--- src/rtl/audio_sample_fifo.sv ---
// audio_sample_fifo: primed elastic stereo PCM buffer feeding the HDMI encoder audio inputs.
// Define AUDIO_FIFO_HOLD_EN to hold the last played sample instead of muting to zero.
module audio_sample_fifo #(
  parameter int DEPTH_LOG2  = 3,
  parameter int PRIME_LEVEL = 4
) (
  input  logic                  clk,
  input  logic                  reset_n,
  input  logic                  in_valid,
  input  logic [15:0]           in_l,
  input  logic [15:0]           in_r,
  input  logic                  sample_req,
  output logic [15:0]           out_l,
  output logic [15:0]           out_r,
  output logic [DEPTH_LOG2:0]   level,
  output logic                  playing,
  output logic                  underrun,
  output logic                  overflow
);
  localparam int DEPTH = 1 << DEPTH_LOG2;
  typedef enum logic {PRIME, RUN} state_t;
  state_t state, state_next;
  logic [31:0] mem [DEPTH];
  logic [DEPTH_LOG2-1:0] wr_ptr, rd_ptr;
  logic empty, full, pop, starve, wr_acc, drop;
  logic [15:0] mute_l, mute_r;
`ifdef AUDIO_FIFO_HOLD_EN
  // outputs only ever take popped values or the mute value, so they already hold the last pop
  assign mute_l = out_l;
  assign mute_r = out_r;
`else
  assign mute_l = '0;
  assign mute_r = '0;
`endif
  assign playing = state == RUN;
  always_comb begin
    empty = level == '0;
    full = level == (DEPTH_LOG2+1)'(DEPTH);
    pop = sample_req && state == RUN && !empty;
    starve = sample_req && state == RUN && empty;
    wr_acc = in_valid && (!full || pop);
    drop = in_valid && full && !pop;
    state_next = state == PRIME ? (level >= (DEPTH_LOG2+1)'(PRIME_LEVEL) ? RUN : PRIME)
                                : (starve ? PRIME : RUN);
  end
  always_ff @(posedge clk or negedge reset_n)
    if (!reset_n) begin
      state <= PRIME;
      wr_ptr <= '0;
      rd_ptr <= '0;
      level <= '0;
      out_l <= '0;
      out_r <= '0;
      underrun <= 1'b0;
      overflow <= 1'b0;
    end else begin
      state <= state_next;
      wr_ptr <= wr_acc ? wr_ptr + DEPTH_LOG2'(1) : wr_ptr;
      rd_ptr <= pop ? rd_ptr + DEPTH_LOG2'(1) : rd_ptr;
      level <= level + (DEPTH_LOG2+1)'(wr_acc) - (DEPTH_LOG2+1)'(pop);
      if (sample_req) {out_l, out_r} <= pop ? mem[rd_ptr] : {mute_l, mute_r};
      underrun <= starve;
      overflow <= drop;
    end
  always_ff @(posedge clk)
    if (wr_acc) mem[wr_ptr] <= {in_l, in_r};
endmodule

--- config.mk ---
export PLATFORM = sky130hd
export DESIGN_NAME = audio_sample_fifo
export DESIGN_NICKNAME = d
export VERILOG_FILES = /design/src/rtl/audio_sample_fifo.sv
export SDC_FILE = /design/constraint.sdc
export NUM_CORES = 1
export LEC_CHECK = 0
export CAP_MARGIN = 40
export CORE_ASPECT_RATIO = 0.5
export CORE_UTILIZATION = 63
export DETAILED_ROUTE_END_ITERATION = 8
export GPL_TIMING_DRIVEN = 0
export PLACE_DENSITY_LB_ADDON = 0.05
export SETUP_SLACK_MARGIN = 0.5
export SYNTH_ARGS = -nofsm -noshare
export SYNTH_HDL_FRONTEND = slang
export SYNTH_SLANG_ARGS = --single-unit
--- constraint.sdc ---
create_clock -name clk -period 6.41 [get_ports clk]
set_input_delay 1.282 -clock clk [delete_from_list [all_inputs] [get_ports clk]]
set_output_delay 1.282 -clock clk [all_outputs]
set_load 0.02 [all_outputs]
==> results_dict.tcl <==
set metrics [dict create \
    timing.final.crit_share_pct 46.5 \
    fin_util_pct 77.4 \
    ant_nets 0 \
    clock_path_buffers 3 \
    synth.distinct_cells 38 \
    rsz0062_at_grt "no" \
    hold_depth 1 \
    io_pins 75 \
    reg2reg_from "level[2]" \
    endpoint_kind "output pin" \
    drt_iter0_drc 551 \
    fmax_mhz 336 \
    setup_slack_ns 3.43 \
    die_h_um 98.1 \
    power_leakage_nw 4.76 \
    yosysMostFrequentCell "edfxtp_1" \
    worst_path_dominant_cell_family "buffers and inverters" \
    finalCriticalPeriod_ns 2.98 \
    skew_ns 0.0130 \
    vias 6037 \
    dp_hpwl_um 15200 \
    post_cts_buffers 0 \
    drv_cap 0 \
    cts-root-buf "clkbuf_16" \
    synthCells 616 \
    gp_congestion 0.704 \
    antenna_found_initial 0 \
    grt_overflow 0 \
    synth-seq-area-share_pct 75.7 \
    maxSlewViolCount 0 \
    dp_slack_ns 3.01 \
    num_antenna_cells 0 \
    r2r_slack_ns 3.83 \
    hp-start "wr_ptr[2]" \
    multi_input_area_um2 2500 \
    syn2layout_area_growth_pct 17.9 \
    cts_buffers 25 \
    first_pass_iters 5 \
    worst_slew_pin_slew_ns 0.828 \
    path_buf_inv 1 \
    setup_violations 0 \
    start_util_pct 65.6 \
    vdd_ir_drop_max_mv 0.257 \
    crit_required_ns 5.13 \
    netlist_top_cells_area "edfxtp_1 66%, dfrtp_1 9.7%, mux2_2 5.5%" \
    clock-sinks 301 \
    path_class "reg2out" \
    worstPathMaxFanout 6 \
    min_path_type "reg2reg" \
    grt_max_degree 28 \
    ctsResizeCount 0 \
    start_kind "register" \
    synth-async-reset-ratio_pct 15.0 \
    core_area_um2 17700 \
    path_cells "clkdlybuf4s50_1" \
    yosys-top-cells-count "256 x edfxtp_1, 57 x mux2_2, 45 x dfrtp_1, 40 x nor2_1, 39 x inv_1" \
    seq_area_um2 8810 \
    drive_gt1_share_pct 23.1 \
    synth.avg_cell_area_um2 18.9 \
    dieArea_um2 19100 \
    slew_headroom_pct 44.7 \
    worst_skew_pair.late_latency_ns 0.52 \
    hold_violations 0 \
    netlist.area_leader.share_pct 66.0 \
    grt_pass1_vias 6360 \
    worstHoldEndpoint "wr_ptr[2]" \
    post-route-drc-count 0 \
    avgRoutedWirePerCell_um 24.4 \
    yosys_warnings 0 \
    yosysTopAreaCell "edfxtp_1" \
    r2r_cells 6 \
    rows 34 \
    cp_slowest_stage_delay_ns 0.66 \
    r2r_end "mem[5][20]" \
    synth_area_um2 11600 \
    die_w_um 194 \
    outcome "completed" \
    cellPowerDensity_nw_per_um2 456 \
    postCtsHoldBufs 0 \
    finalNetCount 774 \
    syn-num-nets 660 \
    critPathArrivalTime_ns 1.70 \
    portBuffers 72 \
    synth-main-ff-cell "edfxtp_1" \
    crit_path_top_delay_cell "clkdlybuf4s50_1" \
    synth_edf_count 256 \
    grt_pass1_wl_um 37200 \
    ys_seq_elements 301 \
    fillers 1000 \
    clk_pin_slew_ns 0.06 \
    post_drt_via_cell_ratio 6.15 \
    cts.htree.levels 1 \
    drt-total-wl_um 24000 \
    grt_usage_pct 26.5 \
    tritoncts "built" \
]
-- power by group --
part	total [W]	switching (W)	internal (W)	leakage (nW)
sequential	0.00268	0.000155	0.00252	2.87
clock	0.00149	0.000651	0.000838	0.390
combinational	0.00210	0.00114	0.000955	1.50
total	0.00626	0.00195	0.00432	4.76
-- stage by stage --
step,std cells,total power (W),setup TNS [ns],hold WS (ns),cell area [um^2]
5_1_grt,982,0.00654,0,0.552,13700
3_3_place_gp,922,0.00468,-20.80,0.487,12700
6_report,982,0.00626,0,0.519,13700
3_5_place_dp,937,0.00480,0,0.501,12900
2_1_floorplan,616,0.00401,0,0.459,11600
4_1_cts,982,0.00629,0,0.519,13700
-- how the worst max path moves through the flow --
| stage | start | endpoint | slack [ns] | cells past startpoint |
|---|---|---|---|---|
| final | playing | playing | 3.43 | 1 |
| after global routing | playing | playing | 3.39 | 1 |
| after CTS | playing | playing | 3.42 | 1 |
| after detailed placement | sample_req | mem[5][20] | 3.01 | 5 |
| after global placement | sample_req | mem[1][22] | -0.44 | 4 |
| after floorplan | sample_req | mem[5][0] | 1.90 | 4 |
-- sequential cells by signal (all words and copies together), names as in the netlist --
name / cells
underrun: 1
rd_ptr: 3
out_r: 16
overflow: 1
level: 4
wr_ptr: 3
out_l: 16
playing: 1
mem: 256
-- worst register-to-register path: cells and delay by family, from the launching register on --
family	cells	cell delay, ns
AOI/OAI and AO/OA	1	0.26
adders and majority gates	1	0.26
buffers and inverters	2	0.40
DFF	1	0.34
and+or+nand+nor	2	1.01
-- cell type report --
cell class,count,area share [%]
flip-flops and latches,301,64.2
multi-input cells,242,18.2
repair buffers,87,6.89
clock buffers,37,5.10
well taps,234,2.13
plain buffers,34,1.70
inverters,39,1.07
clock inverters,8,0.647
-- cell families after synthesis --
family | count (synthesis) | synth area share, %
AO/OA/AOI/OAI | 73 | 4.63
XOR/XNOR | 6 | 0.451
adder cells (fa/ha/maj) | 8 | 0.924
buffers and inverters | 73 | 3.27
flip-flops | 301 | 75.7
multiplexers | 98 | 12.8
AND/OR/NAND/NOR | 57 | 2.22
-- placed cells by master, fill, tap and decap left out, types with 3 or more instances in the layout --
cell	count
buf_12	5
buf_2	20
buf_4	6
buf_6	8
buf_8	4
clkbuf_1	14
clkbuf_16	25
clkbuf_8	3
clkdlybuf4s50_1	71
clkinv_2	5
dfrtp_1	45
edfxtp_1	256
ha_1	7
inv_1	39
mux2_1	9
mux2_2	57
mux4_1	7
mux4_2	25
nand2_1	4
nor2_1	34
nor2_4	6
o22ai_1	32
o32ai_1	32
xnor2_1	5
-- routing by layer --
metal	global-route usage, %	part of all wire, %	vias to the layer above	wire length [um]
met5	0	0	-	0
met4	7.75	1.8	0	436
met3	4.42	7.2	38	1720
met2	41.6	47	221	11200
met1	39.1	44	3109	10600
li1	-	-	2669	-
Power figures use the tool's default switching activity.
